### src/rtl/ysyx_040750_csr_regfile_pkg.sv
// Shared CSR definitions: addresses, mstatus field positions and masks, cause codes.
// The decoder and the forwarder import this package as well.
package ysyx_040750_csr_regfile_pkg;

    localparam logic [11:0] CSR_MSTATUS  = 12'h300;
    localparam logic [11:0] CSR_MIE      = 12'h304;
    localparam logic [11:0] CSR_MTVEC    = 12'h305;
    localparam logic [11:0] CSR_MSCRATCH = 12'h340;
    localparam logic [11:0] CSR_MEPC     = 12'h341;
    localparam logic [11:0] CSR_MCAUSE   = 12'h342;
    localparam logic [11:0] CSR_MIP      = 12'h344;
    localparam logic [11:0] CSR_MCYCLE   = 12'hB00;

    localparam int MSTATUS_MIE    = 3;
    localparam int MSTATUS_MPIE   = 7;
    localparam int MSTATUS_MPP_LO = 11;

    // Only MIE and MPIE are stored; MPP is hard-wired to machine mode on read.
    localparam logic [63:0] MSTATUS_WMASK  = 64'h0000_0000_0000_0088;
    localparam logic [63:0] MSTATUS_MPP_RO = 64'h0000_0000_0000_1800;
    localparam logic [63:0] MCAUSE_ECALL_M = 64'd11;

    function automatic logic csr_implemented(input logic [11:0] addr);
        logic hit;
        hit = 1'b0;
        case (addr)
            CSR_MSTATUS, CSR_MIE, CSR_MTVEC, CSR_MSCRATCH,
            CSR_MEPC, CSR_MCAUSE, CSR_MIP, CSR_MCYCLE: hit = 1'b1;
            default: hit = 1'b0;
        endcase
        return hit;
    endfunction

endpackage

### src/rtl/ysyx_040750_csr_trap_ctrl.sv
// Trap/return sequencing: resolves ecall vs mret, computes mstatus/mepc/mcause next state
// (trap updates override WB writes to those CSRs) and registers the fetch redirect.
module ysyx_040750_csr_trap_ctrl
    import ysyx_040750_csr_regfile_pkg::*;
#(
    parameter int              XLEN         = 64,
    parameter logic [XLEN-1:0] MCAUSE_ECALL = XLEN'(MCAUSE_ECALL_M)
) (
    input  logic            clk,
    input  logic            rst,
    input  logic            ecall,
    input  logic            mret,
    input  logic            csr_wen,
    input  logic [11:0]     csr_waddr,
    input  logic [XLEN-1:0] csr_wdata,
    input  logic [XLEN-1:0] pc_wb,
    input  logic [XLEN-1:0] mstatus,
    input  logic [XLEN-1:0] mepc,
    input  logic [XLEN-1:0] mcause,
    input  logic [XLEN-1:0] mtvec,
    output logic [XLEN-1:0] mstatus_next,
    output logic [XLEN-1:0] mepc_next,
    output logic [XLEN-1:0] mcause_next,
    output logic            redirect,
    output logic [XLEN-1:0] redirect_pc
);

    localparam logic [XLEN-1:0] ALIGN_MASK = ~XLEN'(3);

    logic            take_ecall;
    logic            take_mret;
    logic            redirect_reg;
    logic            redirect_next;
    logic [XLEN-1:0] redirect_pc_reg;
    logic [XLEN-1:0] redirect_pc_next;

    always_comb begin
        take_ecall       = ecall;
        take_mret        = mret & ~ecall;
        mstatus_next     = mstatus;
        mepc_next        = mepc;
        mcause_next      = mcause;
        redirect_next    = take_ecall | take_mret;
        redirect_pc_next = '0;

        if (csr_wen && csr_waddr == CSR_MSTATUS) mstatus_next = csr_wdata & XLEN'(MSTATUS_WMASK);
        if (csr_wen && csr_waddr == CSR_MEPC)    mepc_next    = csr_wdata & ALIGN_MASK;
        if (csr_wen && csr_waddr == CSR_MCAUSE)  mcause_next  = csr_wdata;

        // Trap fields are rebuilt from pre-edge state so a same-cycle write is discarded.
        if (take_ecall) begin
            mstatus_next               = mstatus;
            mstatus_next[MSTATUS_MPIE] = mstatus[MSTATUS_MIE];
            mstatus_next[MSTATUS_MIE]  = 1'b0;
            mepc_next                  = pc_wb & ALIGN_MASK;
            mcause_next                = MCAUSE_ECALL;
            redirect_pc_next           = mtvec & ALIGN_MASK;
        end else if (take_mret) begin
            mstatus_next               = mstatus;
            mstatus_next[MSTATUS_MIE]  = mstatus[MSTATUS_MPIE];
            mstatus_next[MSTATUS_MPIE] = 1'b1;
            redirect_pc_next           = mepc;
        end
    end

    always_ff @(posedge clk or posedge rst) begin
        if (rst) begin
            redirect_reg    <= 1'b0;
            redirect_pc_reg <= '0;
        end else begin
            redirect_reg    <= redirect_next;
            redirect_pc_reg <= redirect_pc_next;
        end
    end

    assign redirect    = redirect_reg;
    assign redirect_pc = redirect_pc_reg;

endmodule

### src/rtl/ysyx_040750_csr_regfile.sv
// Machine-mode CSR register file: combinational read port for ID, synchronous write port
// and trap/return events from WB, free-running mcycle, registered fetch redirect.
module ysyx_040750_csr_regfile
    import ysyx_040750_csr_regfile_pkg::*;
#(
    parameter int              XLEN         = 64,
    parameter logic [XLEN-1:0] MTVEC_RST    = '0,
    parameter logic [XLEN-1:0] MCAUSE_ECALL = XLEN'(11)
) (
    input  logic            I_sys_clk,
    input  logic            I_rst,
    input  logic [11:0]     I_csr_raddr,
    output logic [XLEN-1:0] O_csr_rdata,
    output logic            O_csr_illegal,
    input  logic            I_csr_wen,
    input  logic [11:0]     I_csr_waddr,
    input  logic [XLEN-1:0] I_csr_wdata,
    input  logic            I_ecall,
    input  logic            I_mret,
    input  logic [XLEN-1:0] I_pc_WB,
    output logic            O_redirect,
    output logic [XLEN-1:0] O_redirect_pc
);

    logic [XLEN-1:0] mstatus_reg, mstatus_next;
    logic [XLEN-1:0] mepc_reg, mepc_next;
    logic [XLEN-1:0] mcause_reg, mcause_next;
    logic [XLEN-1:0] mie_reg, mtvec_reg, mscratch_reg, mcycle_reg;

    ysyx_040750_csr_trap_ctrl #(
        .XLEN         (XLEN),
        .MCAUSE_ECALL (MCAUSE_ECALL)
    ) u_trap_ctrl (
        .clk          (I_sys_clk),
        .rst          (I_rst),
        .ecall        (I_ecall),
        .mret         (I_mret),
        .csr_wen      (I_csr_wen),
        .csr_waddr    (I_csr_waddr),
        .csr_wdata    (I_csr_wdata),
        .pc_wb        (I_pc_WB),
        .mstatus      (mstatus_reg),
        .mepc         (mepc_reg),
        .mcause       (mcause_reg),
        .mtvec        (mtvec_reg),
        .mstatus_next (mstatus_next),
        .mepc_next    (mepc_next),
        .mcause_next  (mcause_next),
        .redirect     (O_redirect),
        .redirect_pc  (O_redirect_pc)
    );

    always_ff @(posedge I_sys_clk or posedge I_rst) begin
        if (I_rst) begin
            mstatus_reg  <= '0;
            mepc_reg     <= '0;
            mcause_reg   <= '0;
            mie_reg      <= '0;
            mtvec_reg    <= MTVEC_RST;
            mscratch_reg <= '0;
            mcycle_reg   <= '0;
        end else begin
            mstatus_reg <= mstatus_next;
            mepc_reg    <= mepc_next;
            mcause_reg  <= mcause_next;
            if (I_csr_wen && I_csr_waddr == CSR_MIE)      mie_reg      <= I_csr_wdata;
            if (I_csr_wen && I_csr_waddr == CSR_MTVEC)    mtvec_reg    <= I_csr_wdata;
            if (I_csr_wen && I_csr_waddr == CSR_MSCRATCH) mscratch_reg <= I_csr_wdata;
            // A software write to mcycle replaces that edge's increment.
            if (I_csr_wen && I_csr_waddr == CSR_MCYCLE)   mcycle_reg   <= I_csr_wdata;
            else                                          mcycle_reg   <= mcycle_reg + XLEN'(1);
        end
    end

    always_comb begin
        O_csr_rdata   = '0;
        O_csr_illegal = ~csr_implemented(I_csr_raddr);
        case (I_csr_raddr)
            CSR_MSTATUS:  O_csr_rdata = (mstatus_reg & XLEN'(MSTATUS_WMASK)) | XLEN'(MSTATUS_MPP_RO);
            CSR_MIE:      O_csr_rdata = mie_reg;
            CSR_MTVEC:    O_csr_rdata = mtvec_reg;
            CSR_MSCRATCH: O_csr_rdata = mscratch_reg;
            CSR_MEPC:     O_csr_rdata = mepc_reg;
            CSR_MCAUSE:   O_csr_rdata = mcause_reg;
            CSR_MCYCLE:   O_csr_rdata = mcycle_reg;
            default:      O_csr_rdata = '0;
        endcase
    end

endmodule

### config.mk
export PLATFORM = sky130hd
export DESIGN_NAME = ysyx_040750_csr_regfile
export DESIGN_NICKNAME = d
export VERILOG_FILES = /design/src/rtl/ysyx_040750_csr_regfile_pkg.sv /design/src/rtl/ysyx_040750_csr_trap_ctrl.sv /design/src/rtl/ysyx_040750_csr_regfile.sv
export SDC_FILE = /design/constraint.sdc
export NUM_CORES = 1
export LEC_CHECK = 0
export BUFFER_PORTS_ARGS = -buffer_cell sky130_fd_sc_hd__buf_2
export CAP_MARGIN = 20
export CORE_AREA = 3 3 189 191
export DETAILED_ROUTE_END_ITERATION = 7
export DIE_AREA = 0 0 192 194
export PLACE_DENSITY = 0.83
export SETUP_SLACK_MARGIN = 0.02
export SLEW_MARGIN = 20
export SYNTH_ARGS = -nofsm -noshare
export SYNTH_HDL_FRONTEND = slang
export SYNTH_SLANG_ARGS = --single-unit
### constraint.sdc
create_clock -name I_sys_clk -period 22.4 [get_ports I_sys_clk]
set_input_delay 3.36 -clock I_sys_clk [delete_from_list [all_inputs] [get_ports I_sys_clk]]
set_output_delay 3.36 -clock I_sys_clk [all_outputs]
set_load 0.02 [all_outputs]
==> impl_results.md <==
- Placed Area: 22,300 um2
- DR WL met2: 28,300 um
- Final setup TNS: 0 ns
- H-Tree Depth: 2
- Area of the multi-input gates: 8950 um2
- Sequential area share after synthesis: 54.0%
- R2R setup slack: 19.32 ns
- Mux share of post-synthesis cell area: 13.9%
- Status: finished, violations left
- RePlAce Congestion: 0.853
- R2R cell count: 6
- Setup ws final: 12.73 ns
- IO Count: 287
- Synth area leaders: dfrtp_1, mux2_2, nand2_1
- Area of the core: 34,300 um2
- TritonCTS clock tree: built
- Syn avg cell area: 10.9 um2
- GRT Util Overall: 30.1%
- Crit end category: output port
- WHS Endpoint: mscratch_reg[7]
- DP Worst Slack: 12.80 ns
- Die Area: 37,200 um2
- Routed vias: 16.7k
- Die Ht: 194 um
- Initial Util: 60.4%
- Post-CTS setup buffers: 0
- Min Tclk post-route: 9.67 ns
- Placed cell count: 2,516
- Slew @ Worst Pin: 1.02 ns
- Crit path DAT: 6.31 ns
- Slew HR: 32.0%
- Max Freq: 103 MHz
- Die X: 192 um
- Hold slack final: 0.507 ns
- Failing checks: design-rule violations
- Num CTS Buffers: 45
- Mapped Cells: 1,902
- RSZ-0062 raised after global routing: false
- CTS sink cnt: 447
- Hold path start: mscratch_reg[7]
- Grt total ovfl: 0
- Hold WC Path Type: flip-flop to flip-flop
- Post-synth ARST share: 100%
- Initial antenna violation count: 1
- Mapped cell area: 20,700 um2
- Warnings, synthesis: 0
- Primary FF master, synth: dfrtp_1
- FF+latch area: 11,200 um2
- Residual DRC: 4
- Hold Path Depth: 1
- Cell area after layout: 23,900 um2
- Initial DRC Count: 1,902
- Simple-gate share of the synthesized area: 13.6%
- Crit Path Max Fanout: 64
- Most frequent cell after synthesis: dfrtp_1
- Max Used Layer: met4
- Distinct cells, synth: 58
- Area delta synth->final: 15.5%
- Largest net degree at the start of global routing: 188
- Vias in the first global route: 16.9k
- Worst-skew pair later-pin latency: 0.57 ns
- Fill cells: 2,394
- Total of max-cap violations: 0
- Largest family of logic cells by synthesized area: multiplexers
- Top cell type's share of synthesized area: 54.0%
- Most area-hungry cell type in the Yosys netlist: dfrtp_1
- Max Buffers Root-to-Sink: 3
- CTS root buffer: clkbuf_16
- Vias per cell: 6.43
- Util after Layout: 69.8%
- Final Hold Fails: 0
- PD cells: 72.0 nW/um2
- Buffers on Ports: 282
- Detail Route Antenna Nets: 0
- Drt total wl: 56,800 um
- CP startpoint kind: input port
- Worst ir drop on vdd: 57.6 uV
- Dpl hpwl: 34,000 um
- EDFF count, synth: 0
- CTS Hold Bufs: 0
- Adder-cell share of the synthesized area: 0.0604%
- Reg2reg end: mcycle_reg[42]
- CTS clk-pin slew, worst paths: 0.06 ns
- Yosys reg bits: 447
- Compound-Gate Fraction of Synth Area: 13.6%
- DR WL met3: 4560 um
- Leakage Power: 11.3 nW
- M1 wire length: 22,400 um
- First-pass DRT Iterations: 8
- Final setup violation count: 0
- Fin nets: 2,267
- CP Class: input port to output port
- Ratio of cells with drive above 1 in the final layout: 28.0%
- Final period utilization: 43.2%
- Final Non-Filler Cells: 2,600
- # resized after CTS: 0
- Synth top cells by count: dfrtp_1, nand2_1, mux2_2
- Row count: 68
- Total Power: 1.72 mW
- Wire per inst: 21.8 um
- Global-route wire length before repair: 90,200 um
- Synth Area in XOR/XNOR: 1.69%
- Worst R2R Start: mcycle_reg[0]
- Clk_skew: 0.0156 ns
- Worst EP required: 19.04 ns
- Fin. max-slew vios: 0
==> report_power, final <==
| part | total [mW] | switching, mW | leakage (nW) | internal, mW |
|---|---|---|---|---|
| registers | 0.852 | 0.0217 | 5.95 | 0.830 |
| logic | 0.0956 | 0.0632 | 4.61 | 0.0324 |
| clock network | 0.775 | 0.314 | 0.762 | 0.461 |
==> area by class of cell <==
class	instances	area share, %
Antenna cell	1	0.0105
Clock buffer	74	6.01
Clock inverter	8	0.418
Inverter	9	0.173
Multi-Input combinational cell	1300	37.4
Sequential cell	447	46.8
Tap cell	455	2.38
Timing Repair Buffer	306	6.83
==> layout by cell type, fill, tap and decap left out, drive strengths merged, types with 8 or more instances in the layout <==
cell type / n
nand2: 371
and3: 16
dfrtp: 447
a222oi: 122
and2: 8
and4: 13
xor2: 15
a22o: 42
or3: 11
a22oi: 8
xnor2: 25
buf: 306
o21ai: 128
or4: 13
mux2i: 70
nand4: 24
mux2: 194
a31oi: 10
nand3: 44
nor3: 21
a21oi: 70
nor4: 24
inv: 11
nor2: 34
clkbuf: 74
==> worst max path at each step <==
stage | slack [ns] | endpoint | from
floorplan | 6.58 | mcause_reg[0] | I_rst
global placement | 12.89 | O_csr_rdata[33] | I_csr_raddr[5]
detailed placement | 12.80 | O_csr_rdata[0] | I_csr_raddr[5]
CTS | 12.78 | O_csr_rdata[51] | I_csr_raddr[5]
global route | 12.57 | O_csr_rdata[51] | I_csr_raddr[5]
finish | 12.73 | O_csr_rdata[51] | I_csr_raddr[5]
==> per-layer routing <==
layer / up-vias / GRT usage, %
met1: 8324 / 39.9
met2: 840 / 50.6
met4: 0 / 10.5
met3: 121 / 4.68
met5: - / 0
li1: 7439 / -
==> critical path, stage by stage <==
cell and delay [ns]:
buf_2 0.09, or4b_2 0.74, nor3_1 0.43, and4_2 0.31
buf_4 0.66, a222oi_1 0.35, nand2_1 0.17, buf_2 0.17
==> cells by family after synthesis <==
group	count (synthesis)
buffers and inverters	156
other	1
multiplexers	264
adder cells (fa/ha/maj)	1
AND/OR/NAND/NOR	599
AO/OA/AOI/OAI	394
XOR/XNOR	40
flip-flops	447
(Power assumes the default switching activity.)
